### src/rtl/regsel_pkg.sv
// Shared types and helpers for the register-select pipeline: source-select encodings,
// select/source width helpers and the hazard FSM states.
package regsel_pkg;

  localparam int   OE_SRC_USEQ   = 0;
  localparam logic LOAD_SRC_USEQ = 1'b0;
  localparam logic LOAD_SRC_OP0  = 1'b1;

  typedef enum logic {IDLE, PEND} hazState_t;

  // Widths never collapse to zero, even for degenerate counts.
  function automatic int selWidth(input int regCount);
    return (regCount > 1) ? $clog2(regCount) : 1;
  endfunction

  function automatic int srcWidth(input int opCount);
    return (opCount > 0) ? $clog2(opCount + 1) : 1;
  endfunction

endpackage

### src/rtl/regsel_scoreboard.sv
// Read-after-write interlock: remembers the last loaded register for WB_LAT cycles
// and flags an oe to that register while the write-back is still pending.
module regsel_scoreboard
  import regsel_pkg::*;
#(
  parameter int SEL_W  = 3,
  parameter int WB_LAT = 1
) (
  input  logic             clock,
  input  logic             reset,
  input  logic             loadAcc,
  input  logic [SEL_W-1:0] loadSel,
  input  logic             oeReq,
  input  logic [SEL_W-1:0] oeSel,
  output logic             hazard
);

  hazState_t        state;
  logic [3:0]       cnt;
  logic [SEL_W-1:0] pendReg;

  always_ff @(posedge clock or posedge reset) begin
    if (reset) begin
      state   <= IDLE;
      cnt     <= '0;
      pendReg <= '0;
    end else if (loadAcc) begin
      // A fresh load always (re)starts the window, replacing any older pending register.
      state   <= PEND;
      cnt     <= 4'(WB_LAT);
      pendReg <= loadSel;
    end else if (state == PEND) begin
      cnt <= cnt - 4'd1;
      if (cnt == 4'd1) state <= IDLE;
    end
  end

  // Uses pre-edge state, so a same-cycle oe+load to one register still reads.
  assign hazard = (state == PEND) && oeReq && (oeSel == pendReg);

endmodule

### src/rtl/regsel_pipe.sv
// Register output-enable / load decoder with one-cycle registered outputs.
// Define REGSEL_HAZARD_EN to build the read-after-write interlock (stall).
module regsel_pipe
  import regsel_pkg::*;
#(
  parameter  int REG_COUNT = 8,
  parameter  int OP_COUNT  = 3,
  parameter  int WB_LAT    = 1,
  localparam int SEL_W     = selWidth(REG_COUNT),
  localparam int SRC_W     = srcWidth(OP_COUNT)
) (
  input  logic                      clock,
  input  logic                      reset,
  input  logic                      ir_load,
  input  logic [OP_COUNT*SEL_W-1:0] op_in,
  input  logic                      oe,
  input  logic                      load,
  input  logic [SRC_W-1:0]          oe_src,
  input  logic                      load_src,
  input  logic [SEL_W-1:0]          useq_sel_oe,
  input  logic [SEL_W-1:0]          useq_sel_load,
  output logic [REG_COUNT-1:0]      reg_oes,
  output logic [REG_COUNT-1:0]      reg_not_loads,
  output logic                      stall,
  output logic                      sel_err
);

  localparam logic [SEL_W:0] REG_LIM = (SEL_W + 1)'(REG_COUNT);

  logic [OP_COUNT-1:0][SEL_W-1:0] ops;
  logic [SEL_W-1:0]               oeSel, loadSel;
  logic                           oeSrcBad, oeOk, loadOk, oeReq, loadAcc, hazard;

  always_ff @(posedge clock or posedge reset) begin
    if (reset)        ops <= '0;
    else if (ir_load) ops <= op_in;
  end

  always_comb begin
    oeSel    = useq_sel_oe;
    oeSrcBad = (oe_src > SRC_W'(OP_COUNT));
    for (int k = 1; k <= OP_COUNT; k++)
      if (oe_src == SRC_W'(k)) oeSel = ops[k-1];
    loadSel = (load_src == LOAD_SRC_OP0) ? ops[0] : useq_sel_load;
  end

  assign oeOk    = !oeSrcBad && ({1'b0, oeSel} < REG_LIM);
  assign loadOk  = ({1'b0, loadSel} < REG_LIM);
  assign oeReq   = oe && oeOk;
  assign loadAcc = load && loadOk;

`ifdef REGSEL_HAZARD_EN
  regsel_scoreboard #(.SEL_W(SEL_W), .WB_LAT(WB_LAT)) uScoreboard (
    .clock   (clock),
    .reset   (reset),
    .loadAcc (loadAcc),
    .loadSel (loadSel),
    .oeReq   (oeReq),
    .oeSel   (oeSel),
    .hazard  (hazard)
  );

  always_ff @(posedge clock or posedge reset) begin
    if (reset) stall <= 1'b0;
    else       stall <= hazard;
  end
`else
  assign hazard = 1'b0;
  assign stall  = 1'b0;
`endif

  always_ff @(posedge clock or posedge reset) begin
    if (reset) begin
      reg_oes       <= '0;
      reg_not_loads <= '1;
      sel_err       <= 1'b0;
    end else begin
      reg_oes       <= (oeReq && !hazard) ? (REG_COUNT'(1) << oeSel) : '0;
      reg_not_loads <= loadAcc ? ~(REG_COUNT'(1) << loadSel) : '1;
      sel_err       <= sel_err | (oe && !oeOk) | (load && !loadOk);
    end
  end

endmodule

### config.mk
export PLATFORM = sky130hd
export DESIGN_NAME = regsel_pipe
export DESIGN_NICKNAME = d
export VERILOG_FILES = /design/src/rtl/regsel_pkg.sv /design/src/rtl/regsel_scoreboard.sv /design/src/rtl/regsel_pipe.sv
export SDC_FILE = /design/constraint.sdc
export NUM_CORES = 1
export LEC_CHECK = 0
export CAP_MARGIN = 20
export CORE_AREA = 3 3 64 66
export CTS_CLUSTER_DIAMETER = 100
export CTS_CLUSTER_SIZE = 10
export DETAILED_ROUTE_END_ITERATION = 10
export DIE_AREA = 0 0 67 69
export PLACE_DENSITY_LB_ADDON = 0.12
export SLEW_MARGIN = 0
export SYNTH_ARGS = -nofsm -noshare
export SYNTH_HDL_FRONTEND = slang
export SYNTH_SLANG_ARGS = --single-unit
### constraint.sdc
create_clock -name clock -period 1.4 [get_ports clock]
set_input_delay 0.14 -clock clock [delete_from_list [all_inputs] [get_ports clock]]
set_output_delay 0.14 -clock clock [all_outputs]
set_load 0.005 [all_outputs]
-- Word-level counts from Yosys, hierarchy flattened
Index checks and enable logic that the tools add are counted.
- register bits after elaboration: 26
- latch bits: 0
- bits in writable memories: 0
- ROM bits: 0
- bits of input ports: 23
- logic and storage cells: 23
- memories kept: 0
- add/sub/neg operators: 0
- $mul: 0
- div/mod/pow operators: 0
- magnitude comparators: 1
- equality and inequality tests: 3
- shift operators: 2
- mux-type cells: 6
- bitwise logic cells: 2
- reductions and logical operators: 3
- operators with widths (operator ; number):
    $mux W8 ; 2
    $shl A1 B3 Y8 const A ; 2
    $mux W3 ; 4
    $not A8 Y8 ; 1
    $eq A2 B2 Y1 const B ; 2
    $eq A2 B1 Y1 const B ; 1
    $gt A2 B2 Y1 const B ; 1
    $logic_and A1 B1 Y1 ; 2
    $logic_not A1 Y1 ; 1
    $or A1 B1 Y1 ; 1

-- Depth between registers and ports, before layout
- depth in word-level cells: 6
- gate-level depth with buffers: 3

-- Least setup slack after synthesis
No wires, ideal clock.
- path kind: register -> register
- start point: reg ops[1] in the netlist's numbering
- end point: reg reg_oes[7]
- arrival: 1.152 ns
- path slack: 0.127 ns
- stages on the path, launching flop included: 3
- buffers on the path: 0
- clock period less this slack: 1.273 ns
- cells stage by stage: dfrtp_1 mux4_2 and4_2
- longest elaborated chain between the ends: 5
- RTL lines (what ; line ; source):
    from (decl) ; regsel_pipe.sv:30 ; logic [OP_COUNT-1:0][SEL_W-1:0] ops;
    from (signal assigned) ; regsel_pipe.sv:36 ; else if (ir_load) ops <= op_in;
    $mux W3 (3 in series) ; regsel_pipe.sv:43 ; if (oe_src == SRC_W'(k)) oeSel = ops[k-1];
    $shl A1 B3 Y8 ; regsel_pipe.sv:78 ; reg_oes <= (oeReq && !hazard) ? (REG_COUNT'(1) << oeSel) : '0;
    $mux W8 ; regsel_pipe.sv:78 ;
    to (signal assigned) ; regsel_pipe.sv:78 ;
    to (decl) ; regsel_pipe.sv:22 ; output logic [REG_COUNT-1:0] reg_oes,
No other way between the ends.
A chain may end at the register's enable or synchronous reset.

-- Worst setup path after layout
- start point: in oe_src[0]
- end point: reg reg_oes[2]
- longest elaborated chain between the ends: 6
- elaborated cells on any way between the ends: 11
- RTL lines (what ; line ; source):
    from (decl) ; regsel_pipe.sv:18 ; input logic [SRC_W-1:0] oe_src,
    $eq A2 B1 Y1 ; regsel_pipe.sv:43 ;
    $mux W3 (3 in series) ; regsel_pipe.sv:43 ;
    $shl A1 B3 Y8 ; regsel_pipe.sv:78 ;
    $mux W8 (*) ; regsel_pipe.sv:78 ;
Every way passes the cells marked *; elsewhere a longest branch is shown, timed or not.

==> results.md <==
* Reg-to-reg startpoint: ops[2]$_DFFE_PP0P_
* DR vias/cell at ~4.6
* Total track usage at 0.104
* Fraction of layout cells with a size suffix above 1 at 0.328
* Critical path's slowest cell: mux4_2
* Crit end category: register
* Nets at 140
* Yosys reg bits at 25
* Clock Latency Late Sink at between 0.2 and 0.3 ns
* Vias at between 700 and 800
* Worst path cell trace: clkdlybuf4s50_1 -> mux4_2 -> and4bb_2
* YS warnings at 0
* Gp weighted congestion at 0.739
* Final WL at approximately 2100 um
* Most frequent cells after synthesis: dfrtp_1 (17), mux2_2 (10), dfstp_2 (8), o211ai_1 (8)
* Buf/Inv on CP at 1
* Cell taking the most area after synthesis: dfrtp_1
* VDD IR-drop max at approximately 0.4 mV
* CP peak stage delay at about 0.60 ns
* Chip width at approximately 67 um
* Total power at 1.50 mW
* Static Leak at around 0.65 nW
* Final ANT Viol Nets at 0
* Critical path launch point type: input pin
* Post-synth top flop: dfrtp_1
* TritonCTS Buffers at 3
* WP data arrival at roughly 1.6 ns
* Status: completed
* Worst setup path endpoint: reg_oes[2]$_DFF_PP0_
* PD cells at 936 nW/um2
* Max Fclk at roughly 0.73 GHz
* Clock Sinks at 25
* Initial antenna violation count at 0
* # H-tree levels at 1
* Die Height at between 60 and 70 um
* First-pass GRT wire length at roughly 3700 um
* Drt drc at 0
* Cells after synthesis at 70
* Share of the synthesized area in the top cell type at 0.396
* Number of synthesized flops with an enable pin at 0
* Top-count cell post-synth: dfrtp_1
* CP max FO at 8
* Yosys cell types at 20
* I/O pins at 41
* Total gr overflow at 0
* PortBufs at 38
* Drt initial violations at 12
* Initial core utilization at 0.295
* Max Cap Violations at 0
* Hold WS at 0.224 ns
* Vias in the first global route at about 760
* Period utilization at 0.976
* Crit path depth at 3
* Asr flop ratio synth at 1.00
* Worst path top cell family by delay: multiplexers
* Syn Std Cell Area at between 1000 and 1500 um2
* R2R cell count at 2
* Routed WL per cell at roughly 13 um
* Router iterations before antenna repair at 4
* Top cells by area, synth: dfrtp_1 (40%), dfstp_2 (20%), mux2_2 (10%)
* Total die area at 4620 um2
* Worst reg2reg endpoint: reg_oes[0]$_DFF_PP0_
* Ant diodes at 0
* Dpl hpwl at about 1700 um
* Num rows at 22
* Worst Hold Class: input pin to asynchronous set/reset pin
* CTS tree: built
* Critical path launch point: oe_src[0]
* CP Class: input pin to register
* Clock Pin Slew Worst Setup and Hold Paths at about 0.080 ns
* Largest net degree at the start of global routing at 26
* Shortest period the worst path allows at 1.37 ns
* Syn Area/Cell at roughly 15 um2
* Flop2flop setup slack at roughly 0.070 ns
* Clk_skew at just under 0.004 ns
* Hold Vio Cnt, Final at 0
* Slew Limit Fails at 0
* Final setup violation count at 0
* Final-layout fill cell count at 369
* Clk buf depth at 2
* Post-synthesis sequential area ratio at 0.592
* Root Buffer: clkbuf_8
* CORE AREA at approximately 3600 um2
* RSZ-0062 raised after global routing: no
* Syn-to-layout area delta at 48.8%
* Worst endpoint required time at ~1.6 ns
[worst min-delay path by stage]
stage | cells past startpoint | from | end | slack [ns]
floorplan | 1 | reset | ops[0]$_DFFE_PP0P_ | 0.16
global placement | 1 | ops[4]$_DFFE_PP0P_ | ops[4]$_DFFE_PP0P_ | 0.49
detailed placement | 1 | ops[4]$_DFFE_PP0P_ | ops[4]$_DFFE_PP0P_ | 0.50
CTS | 3 | reset | ops[2]$_DFFE_PP0P_ | 0.23
global route | 3 | reset | ops[0]$_DFFE_PP0P_ | 0.28
finish | 3 | reset | reg_oes[3]$_DFF_PP0_ | 0.22
[sequential cells by signal, summed over array words and instances (netlist names)]
| signal | cells |
|---|---|
| ops | 9 |
| reg_not_loads | 8 |
| reg_oes | 8 |
[kinds of logic (layout without fill, tap and decap cells)]
group           count (synthesis)  after routing  synth area share
compound gates                  8              8            0.0559
buf+inv                         6             51            0.0280
flops                          25             25             0.592
mux                            14             14             0.177
other cells                     1              2           0.00349
simple gates                   16             16             0.143
[worst reg2reg max path, delay by kind of cell, from the launching register on]
family / cells / cell delay, ns
simple gates: 1 / 0.29
flops: 1 / 0.41
mux: 1 / 0.55
[layout make-up]
type / instances / area, um2 / area share
clock buffers: 4 / 45.0 / 0.0282
inverters: 1 / 3.75 / 0.00235
multi-input cells: 40 / 412 / 0.258
flip-flops and latches: 25 / 636 / 0.398
well taps: 48 / 60.1 / 0.0376
repair buffers: 46 / 442 / 0.276
[per-stage QoR]
stage                      util  cell area (um2)  setup WS, ns  TNS [ns]  cells
after floorplan               -             1080         0.127         0     71
after global placement    0.428             1560        -0.271     -2.07    159
after detailed placement  0.428             1560        -0.299     -2.25    159
after CTS                 0.438             1590        0.0334         0    163
after global routing      0.440             1600       0.00214         0    164
final                     0.440             1600        0.0331         0    164
[layer usage]
| metal | part of all wire | up-vias | GRT usage | wire, um |
|---|---|---|---|---|
| met4 | 0.010 | 0 | 0.0405 | 22 |
| met5 | 0 | - | 0 | 0 |
| met3 | 0.072 | 2 | 0.0326 | 152 |
| met2 | 0.51 | 24 | 0.167 | 1080 |
| met1 | 0.41 | 371 | 0.127 | 858 |
| li1 | - | 353 | - | - |
[power breakdown]
| part | leakage, nW | internal [mW] | total [mW] | switching, mW |
|---|---|---|---|---|
| registers | 0.299 | 0.777 | 0.797 | 0.0200 |
| clock network | 0.0228 | 0.203 | 0.407 | 0.205 |
| logic | 0.325 | 0.182 | 0.291 | 0.109 |
[layout by cell type (no fill, tap or decap), drive strengths merged]
master,instances
buf,8
nor4b,1
and4bb,3
dlygate4sd2,9
conb,2
and4b,3
and3b,3
dfstp,8
mux2i,1
nor3b,3
mux2,10
dfrtp,17
clkbuf,4
mux4,3
clkdlybuf4s50,29
o211ai,8
and3,1
inv,1
and4,1
nor3,1
[repair_timing]
| item | CTS | global route |
|---|---|---|
| hold buffers | 0 | 0 |
| pin swaps | 0 | 0 |
| resized for setup | 9 | 0 |
| setup buffers | 0 | 1 |
| endpoints found under the setup margin | 13 | 2 |
(Power assumes the default switching activity.)
